--- src/rtl/mult_pipe.sv ---
// mult_pipe: fully pipelined shift-add multiplier, one multiplier bit per stage.
// Optional two's-complement mode is compiled in with MULT_PIPE_SIGNED_EN.
module mult_pipe #(
    parameter int N = 4,
    parameter int M = 4
) (
    input  logic             clk,
    input  logic             rst,
    input  logic             in_valid,
    output logic             in_ready,
    input  logic [N-1:0]     mcand,
    input  logic [M-1:0]     mplier,
`ifdef MULT_PIPE_SIGNED_EN
    input  logic             sgn,
`endif
    output logic             out_valid,
    input  logic             out_ready,
    output logic [N+M-1:0]   product,
    output logic             busy
);

    localparam int W = N + M;

    // Stage registers: stage k has retired multiplier bits 0..k.
    logic [M-1:0] vld;
    logic [W-1:0] acc [M];
    logic [W-1:0] mc  [M];
    logic [M-1:0] mp  [M];

    // Next-state values for every stage, computed from the stage before.
    logic [M-1:0] d_vld;
    logic [W-1:0] d_acc [M];
    logic [W-1:0] d_mc  [M];
    logic [M-1:0] d_mp  [M];

`ifdef MULT_PIPE_SIGNED_EN
    logic [M-1:0] sg;
    logic [M-1:0] d_sg;
`endif

    logic         stall;
    logic [W-1:0] ext;

    assign stall     = vld[M-1] && !out_ready;
    assign in_ready  = !stall;
    assign out_valid = vld[M-1];
    assign product   = acc[M-1];
    assign busy      = |vld;

    // Widen the multiplicand; sign-extend only for signed entries.
`ifdef MULT_PIPE_SIGNED_EN
    assign ext = {{M{sgn & mcand[N-1]}}, mcand};
`else
    assign ext = {{M{1'b0}}, mcand};
`endif

    // Partial-product chain: stage k adds (or, for a signed entry in the
    // last stage, subtracts) the multiplicand shifted by k when bit k is set.
    always_comb begin
        logic [W-1:0] addend;
        addend   = '0;
        d_vld    = '0;
        d_vld[0] = in_valid;
        d_mc[0]  = ext;
        d_mp[0]  = mplier;
        d_acc[0] = mplier[0] ? ext : '0;
`ifdef MULT_PIPE_SIGNED_EN
        d_sg     = '0;
        d_sg[0]  = sgn;
`endif
        for (int k = 1; k < M; k++) begin
            d_vld[k] = vld[k-1];
            d_mc[k]  = mc[k-1] << 1;
            d_mp[k]  = mp[k-1] >> 1;
            addend   = d_mp[k][0] ? d_mc[k] : '0;
`ifdef MULT_PIPE_SIGNED_EN
            d_sg[k]  = sg[k-1];
            if (k == M - 1 && sg[k-1]) begin
                d_acc[k] = acc[k-1] - addend;
            end else begin
                d_acc[k] = acc[k-1] + addend;
            end
`else
            d_acc[k] = acc[k-1] + addend;
`endif
        end
    end

    // Advance every stage together; a downstream stall freezes the lot.
    always_ff @(posedge clk) begin
        if (rst) begin
            vld <= '0;
`ifdef MULT_PIPE_SIGNED_EN
            sg  <= '0;
`endif
            for (int k = 0; k < M; k++) begin
                acc[k] <= '0;
                mc[k]  <= '0;
                mp[k]  <= '0;
            end
        end else if (!stall) begin
            vld <= d_vld;
`ifdef MULT_PIPE_SIGNED_EN
            sg  <= d_sg;
`endif
            for (int k = 0; k < M; k++) begin
                acc[k] <= d_acc[k];
                mc[k]  <= d_mc[k];
                mp[k]  <= d_mp[k];
            end
        end
    end

endmodule
--- config.mk ---
export PLATFORM = sky130hd
export DESIGN_NAME = mult_pipe
export DESIGN_NICKNAME = d
export VERILOG_FILES = /design/src/rtl/mult_pipe.sv
export SDC_FILE = /design/constraint.sdc
export NUM_CORES = 1
export LEC_CHECK = 0
export BUFFER_PORTS_ARGS = -buffer_cell sky130_fd_sc_hd__buf_4
export CAP_MARGIN = 20
export CELL_PAD_IN_SITES_DETAIL_PLACEMENT = 2
export CELL_PAD_IN_SITES_GLOBAL_PLACEMENT = 2
export CORE_MARGIN = 8
export CORE_UTILIZATION = 36
export DETAILED_ROUTE_END_ITERATION = 7
export PLACE_DENSITY_LB_ADDON = 0.1
export SETUP_SLACK_MARGIN = 0.02
export SLEW_MARGIN = 20
export SYNTH_ARGS = -nofsm -noshare
export SYNTH_HDL_FRONTEND = slang
export SYNTH_SLANG_ARGS = --single-unit
--- constraint.sdc ---
create_clock -name clk -period 2 [get_ports clk]
set_input_delay 0.5 -clock clk [delete_from_list [all_inputs] [get_ports clk]]
set_output_delay 0.5 -clock clk [all_outputs]
set_load 0.01 [all_outputs]
==> flow_summary.ini, run 1 <==
[status]
status = finished, final reports clean

[min_path]
hold_class = in -> reg
worstHoldStart = rst
hold_depth = 2
min_to = vld[2]

[floorplan]
die_area_um2 = 9020
die_w_um = 95.0
start_util_pct = 37.5
pin_count = 23
core_um2 = 5990
die_h_um = 95.0
rows = 28

[global_route]
overflow = 0
grt_max_degree = 44
grt_antenna_before_repair = 0
grt_pass1_wl_um = 7390
grt_pass1_vias = 1488
grt_use_total_pct = 10.7

[run]
drv_cap = 0

[synthesis]
mappedNetlistNets = 201
ys_warn_count = 0
synth_edf_count = 43
synth_ff_type = edfxtp_1
synth_top_cell_by_area = edfxtp_1
syn-cell-area_um2 = 2240
yosysMostFrequentCell = edfxtp_1
syn_avg_cell_area_um2 = 12.8
synthTopCellsByArea = edfxtp_1 (58%), and3_1 (8.9%), ha_1 (6.1%)
synth-async-reset-ratio_pct = 0
netlist.area_leader.share_pct = 57.5
synth.ff_latch_count = 47
synthDistinctLibCells = 30
synth_commonest_cells = edfxtp_1 (43), and3_1 (32), ha_1 (11)
yosysSeqAreaShare_pct = 61.1
netlist_instances = 175

[critical_path]
start_kind = flop
reg2reg_depth = 6
r2r_start = mp[0][9]
end_kind = output pin
r2r_slack_ns = 0.16
crit_type = reg -> out
cp.arrival_ns = 1.36
crit_required_ns = 1.50
critPathSlowestCell = dfxtp_1
reg2reg_to = acc[0][31]
cp_max_fo = 35
path_cells = nor2b_4 > inv_4 > buf_4
max_stage_delay_ns = 0.37

[clock_network]
cts-buffers-inserted = 5
worstSkewPairLatency_ns = 0.32
root_buffer = clkbuf_8
clock_sinks = 47
cts_buffer_depth = 2
path_clk_slew_ns = 0.09
post_cts_buffers = 0
htree_levels = 2
cts_tree = yes

[sta]
post-route-period-util_pct = 93.2
skew_ns = 0.0175
max_freq_mhz = 536
setup_violations = 0
tns_ns = 0
worst_pin_slew_ns = 0.550
rsz0062_at_grt = no
worst_slack_ns = 0.135
drv_slew = 0
maxSlewHeadroom_pct = 63.3
hold_violations = 0
min_period_ns = 1.86

[cells_and_area]
layout.nets = 217
diodes = 0
synthToLayoutAreaGrowth_pct = 12.3
fin_cells = 267
fillers = 619
drive_gt1_share_pct = 19.8

[place]
globalplace.congestion = 0.748
numPortBuffers = 22
place_ws_ns = 0.144
dp_hpwl_um = 3100
dp_cells = 259

[detailed_routing]
ant_nets = 0
first_iter_violations = 38
drt-total-wl_um = 4410
dr_total_vias = 1332
post_drt_wl_per_cell_um = 16.5
drc = 0
viasPerCell = 4.99
detail_route.first_pass.iterations = 2

[power_and_ir_drop]
ir_drop_mv = 0.419
cellLeakagePower_nw = 1.23
power_density_nw_per_um2 = 736
layout make-up:
class	count	area, µm²	share of cell area (%)
timing repair buffer	24	184	7.30
clock inverter	3	27.5	1.09
clock buffer	5	68.8	2.73
sequential	47	1370	54.5
multi-input combinational	104	737	29.2
inverter	9	36.3	1.44
tap	75	93.8	3.72
metal layers:
metal	track usage, %	share of wire [%]
met5	0	0
met4	3.90	1.0
met3	3.65	4.4
met2	18.7	53
met1	11.9	41
how the worst max path moves through the flow:
| stage | from | end |
|---|---|---|
| floorplan | mp[0][9] | acc[0][31] |
| global placement | mp[0][9] | acc[0][31] |
| detailed placement | mp[0][9] | acc[0][31] |
| CTS | vld[2] | busy |
| global route | mp[0][9] | acc[0][31] |
| finish | vld[3] | in_ready |
logic make-up after synthesis:
| logic type | after synthesis | synth area share (%) |
|---|---|---|
| compound gates | 15 | 4.07 |
| xor+xnor | 1 | 0.390 |
| fa+ha+maj | 14 | 8.81 |
| buf+inv | 24 | 6.30 |
| flops | 47 | 61.1 |
| mux | 2 | 0.892 |
| simple gates | 72 | 18.5 |
metrics by stage:
stage          cell area (µm²)  total power, mW  utilization [%]  hold slack, ns
2_1_floorplan             2250             1.21                -           0.433
3_3_place_gp              2420             1.25             40.3           0.452
4_1_cts                   2510             1.87             41.9           0.402
6_report                  2520             1.85             42.1           0.413
3_5_place_dp              2420             1.26             40.3           0.479
5_1_grt                   2520             1.93             42.1           0.403
where the power goes:
group	total, mW	switching (mW)	internal [mW]
Combinational	0.109	0.0542	0.0552
Clock	0.620	0.361	0.260
Sequential	1.12	0.0183	1.11
Total	1.85	0.433	1.42
state kept, by name, summed over array words and instances, names as in the netlist:
signal  flops
mc         12
vld         4
acc        25
mp          6
worst max-delay path, delay by kind of cell (launching register included):
| family | cells | cell delay (ns) |
|---|---|---|
| and+or+nand+nor | 1 | 0.30 |
| DFF | 1 | 0.37 |
| buffers and inverters | 2 | 0.39 |
timing repair:
item / CTS / global route
setup endpoints to repair: 0 / 1
gates resized for setup: 0 / 3
hold buffers: 0 / 0
cell usage in the layout, fill, tap and decap left out, drive strengths merged, types with 5 or more instances in the layout:
| master | count |
|---|---|
| nor2b | 5 |
| nand2 | 10 |
| a21oi | 9 |
| inv | 11 |
| nor2 | 7 |
| and3 | 32 |
| edfxtp | 43 |
| clkbuf | 5 |
| buf | 24 |
| and2 | 9 |
| ha | 11 |
(Power assumes the default switching activity.)
==> run 2: changes to the inputs <==
--- a/config.mk
+++ b/config.mk
@@ -12,7 +12,7 @@
 export CORE_MARGIN = 8
 export CORE_UTILIZATION = 36
 export DETAILED_ROUTE_END_ITERATION = 7
-export PLACE_DENSITY_LB_ADDON = 0.1
+export PLACE_DENSITY_LB_ADDON = 0.2
 export SETUP_SLACK_MARGIN = 0.02
 export SLEW_MARGIN = 20
 export SYNTH_ARGS = -nofsm -noshare
==> run 2 against run 1 <==
  * Critical path depth down 1
  * Hold slack better by 0.0054 ns
  * Non-clock buffer count increased by 5
  * Routed wire length increased by 9.5%
==> flow_summary.ini, run 2 (synthesis gave the netlist of run 1 again) <==
[critical_path]
max_stage_delay_ns = 0.68
start_kind = flop
path_cells = or4_2 > buf_6
cp_max_fo = 3
cp.arrival_ns = 1.46
crit_type = reg -> out
crit_required_ns = 1.50
critPathSlowestCell = or4_2
end_kind = output pin

[cells_and_area]
mostFrequentLayoutCell = edfxtp_1
max_flop_register = acc
largest_register_ffs = 25
diodes = 0
drive_gt1_share_pct = 21.8
post-route-util_pct = 42.8
final_cell_mix = edfxtp_1 (43), and3_1 (32), buf_4 (27), ha_1 (11)
largestRegisters = acc: 25 flops, mc: 12 flops, mp: 6 flops
synthToLayoutAreaGrowth_pct = 14.3
layout.nets = 222

[global_route]
grt_antenna_before_repair = 0
grt_max_degree = 44
grt_use_total_pct = 11.7
grt_pass1_vias = 1642
grt_pass1_wl_um = 7960
overflow = 0

[detailed_routing]
post_drt_wl_per_cell_um = 17.8
drt-total-wl_um = 4830
ant_nets = 0
first_iter_violations = 60
met3_length_um = 149
top_layer = met4
met2_length_um = 2810
dr_total_vias = 1381
drc = 0
wl_met1_um = 1790
viasPerCell = 5.08
detail_route.first_pass.iterations = 4

[clock_network]
hold_buffers = 0
clock_sinks = 47
worstSkewPairLatency_ns = 0.30
htree_levels = 2
cts-buffers-inserted = 5
root_buffer = clkbuf_8
path_clk_slew_ns = 0.08
cts_buffer_depth = 2
cts_tree = yes

[sta]
hold_violations = 0
post-route-period-util_pct = 98.1
max_freq_mhz = 510
worst_pin_slew_ns = 0.393
drv_slew = 0
min_period_ns = 1.96
skew_ns = 0.00506
tns_ns = 0
setup_violations = 0
maxSlewHeadroom_pct = 73.8

[power_and_ir_drop]
switching_share_pct = 21.1
pwr-share-seq_pct = 61.4
power_density_nw_per_um2 = 714
p_comb_share_pct = 6.4
cellLeakagePower_nw = 1.26
p_sw_uw = 387
ir_drop_mv = 0.442
clockPowerShare_pct = 32.1
p_int_mw = 1.44

[floorplan]
pin_count = 23
die_area_um2 = 9020
rows = 28
start_util_pct = 37.5
core_um2 = 5990
die_h_um = 95.0
die_w_um = 95.0

[place]
numPortBuffers = 22
globalplace.congestion = 0.741
dp_hpwl_um = 3420

[status]
status = finished, final reports clean

[run]
drv_cap = 0

[min_path]
hold_class = in -> reg
## run 2: cell type report
type	count	area [µm²]
clock buffer	7	86.3
inverter	9	36.3
timing repair buffer	29	234
sequential	47	1370
multi-input combinational	104	737
tap	75	93.8
clock inverter	1	5.00
fill	604	3430
## run 2: worst paths after layout
kind                  from          to  slack (ns)  cells past startpoint
hold / removal         rst      vld[2]        0.42                      2
setup / recovery    vld[2]        busy        0.04                      2
hold reg to reg     vld[1]      vld[2]        0.48                      2
setup reg to reg  mp[0][9]  acc[0][31]        0.19                      6
## run 2: stage by stage
step | total power [mW] | cell area, µm² | std cells | setup slack (ns) | hold WS (ns)
floorplan | 1.21 | 2250 | 175 | 0.297 | 0.433
global placement | 1.25 | 2440 | 261 | 0.237 | 0.448
detailed placement | 1.26 | 2440 | 261 | 0.0853 | 0.467
CTS | 1.86 | 2530 | 269 | 0.0335 | 0.405
global route | 1.90 | 2560 | 272 | -0.0109 | 0.419
finish | 1.83 | 2560 | 272 | 0.0379 | 0.418
## run 2: worst max-delay path: cells and delay by family (launching register included)
family | cells | cell delay [ns]
flip-flops | 1 | 0.33
buffers and inverters | 1 | 0.15
AND/OR/NAND/NOR | 1 | 0.68
## run 2: power by group through the flow
| stage | Combinational [mW] | Sequential, mW | Clock [mW] |
|---|---|---|---|
| floorplan | 0.0663 | 1.14 | 0 |
| global placement | 0.107 | 1.14 | 0 |
| detailed placement | 0.114 | 1.15 | 0 |
| CTS | 0.116 | 1.13 | 0.617 |
| global route | 0.132 | 1.13 | 0.633 |
| finish | 0.118 | 1.12 | 0.588 |
## run 2: routing by layer
layer  vias up  GRT usage (%)
met5         -              0
met4         0           5.59
met3         8           2.70
met2        16           22.9
met1       697           11.0
li1        660              -
## run 2: what timing repair did
item                                    in CTS  in global routing
resized for setup                            0                  3
endpoints found under the setup margin       0                  2
setup buffers                                0                  3
==> run 3: changes to the inputs <==
--- a/config.mk
+++ b/config.mk
@@ -11,6 +11,7 @@
 export CELL_PAD_IN_SITES_GLOBAL_PLACEMENT = 2
 export CORE_MARGIN = 8
 export CORE_UTILIZATION = 36
+export CTS_BUF_LIST = sky130_fd_sc_hd__clkbuf_4 sky130_fd_sc_hd__clkbuf_8 sky130_fd_sc_hd__clkbuf_16
 export DETAILED_ROUTE_END_ITERATION = 7
 export PLACE_DENSITY_LB_ADDON = 0.2
 export SETUP_SLACK_MARGIN = 0.02
==> run 3 against run 2 <==
  * Worst setup slack worse by 0.0029 ns
  * Cell count unchanged
  * Critical endpoint unchanged
  * Sequential share of layout area down 0.078 points
  * Global-route usage about the same
  * Clock skew about the same
  * Non-clock buffer count unchanged
  * Largest cell class unchanged
  * Combinational power about the same
  * Sequential power about the same
  * Die area unchanged
  * Clock-buffer cell count unchanged
  * Register-to-register slack about the same
==> flow_summary.ini, run 3 (synthesis gave the netlist of run 1 again) <==
[global_route]
grt_pass1_wl_um = 7970
overflow = 0
grt_use_total_pct = 11.7
grt_antenna_before_repair = 0
grt_pass1_vias = 1641
grt_max_degree = 44

[cells_and_area]
max_flop_register = acc
drive_gt1_share_pct = 22.3
synthToLayoutAreaGrowth_pct = 14.4
post-route-util_pct = 42.9
fillers = 602
fin_area_um2 = 2570
mostFrequentLayoutCell = edfxtp_1
diodes = 0
largest_register_ffs = 25
layout.nets = 222
final_cell_mix = edfxtp_1 (43), and3_1 (32), buf_4 (27), ha_1 (11)
largestRegisters = acc: 25 flops, mc: 12 flops, mp: 6 flops

[critical_path]
max_stage_delay_ns = 0.69
cp_max_fo = 3
start_kind = flop
worstSetupEndpoint = busy
r2r_start = mp[0][9]
path_cells = or4_2 > buf_6
reg2reg_to = acc[0][31]
crit_type = reg -> out
critPathSlowestCell = or4_2
crit_required_ns = 1.50
cp.arrival_ns = 1.46
end_kind = output pin
crit_start = vld[2]
r2r_slack_ns = 0.19
reg2reg_depth = 6

[clock_network]
path_clk_slew_ns = 0.08
hold_buffers = 0
clock_sinks = 47
htree_levels = 2
cts_tree = yes
cts_buffer_depth = 2
cts-buffers-inserted = 5
worstSkewPairLatency_ns = 0.30
root_buffer = clkbuf_8

[floorplan]
core_um2 = 5990
pin_count = 23
start_util_pct = 37.5
die_h_um = 95.0
die_area_um2 = 9020
die_w_um = 95.0
rows = 28

[power_and_ir_drop]
cellLeakagePower_nw = 1.27
power_mw = 1.85
power_density_nw_per_um2 = 719
ir_drop_mv = 0.445

[place]
globalplace.congestion = 0.741
place_ws_ns = 0.0853
numPortBuffers = 22
dpl_cell_area_um2 = 2440
dp_hpwl_um = 3420

[sta]
min_period_ns = 1.96
worst_pin_slew_ns = 0.393
setup_violations = 0
skew_ns = 0.00535
hold_slack_ns = 0.417
maxSlewHeadroom_pct = 73.8
drv_slew = 0
max_freq_mhz = 509
post-route-period-util_pct = 98.2
worst_slack_ns = 0.0350
hold_violations = 0

[detailed_routing]
drt-total-wl_um = 4840
detail_route.first_pass.iterations = 4
ant_nets = 0
first_iter_violations = 54
dr_total_vias = 1371
viasPerCell = 5.04
post_drt_wl_per_cell_um = 17.8
drc = 0

[min_path]
hold_class = in -> reg

[run]
drv_cap = 0

[status]
status = finished, final reports clean
## run 3: worst max-delay path, delay by kind of cell, from the launching register on
| family | cells | cell delay (ns) |
|---|---|---|
| simple gates | 1 | 0.69 |
| buf+inv | 1 | 0.15 |
| flops | 1 | 0.33 |
## run 3: metrics by stage
| stage | std cells | TNS (ns) |
|---|---|---|
| 3_3_place_gp | 261 | 0 |
| 4_1_cts | 269 | 0 |
| 2_1_floorplan | 175 | 0 |
| 6_report | 272 | 0 |
| 3_5_place_dp | 261 | 0 |
| 5_1_grt | 272 | -0.0139 |
## run 3: power by group
part	switching [mW]	total [mW]	leakage, nW	internal (mW)
sequential	0.0191	1.12	0.550	1.11
clock	0.311	0.604	0.0517	0.293
combinational	0.0590	0.118	0.666	0.0589
total	0.389	1.85	1.27	1.46
## run 3: cell type report
class,count,area (µm²),share of cell area (%)
sequential,47,1370,53.4
timing repair buffer,29,234,9.11
clock buffer,7,90.1,3.51
multi-input combinational,104,737,28.7
tap,75,93.8,3.65
clock inverter,1,5.00,0.195
inverter,9,36.3,1.41
## run 3: how the worst min path moves through the flow
stage	startpoint	endpoint	slack, ns	depth (start not counted)
finish	rst	vld[2]	0.42	2
global route	rst	vld[2]	0.42	2
CTS	rst	vld[1]	0.40	2
detailed placement	vld[1]	vld[1]	0.47	2
global placement	vld[2]	vld[2]	0.45	2
floorplan	vld[1]	vld[1]	0.43	2
## run 3: metal layers
layer / up-vias / track usage, % / share of wire (%)
met3: 7 / 2.94 / 3.2
met2: 16 / 22.9 / 58
met1: 688 / 11.0 / 37
met5: - / 0 / 0
met4: 0 / 5.59 / 1.8
li1: 660 / - / -
## run 3: repair_timing
item                       4_1_cts  5_1_grt
setup endpoints to repair        0        2
buffers inserted                 0        3
resized for setup                0        3
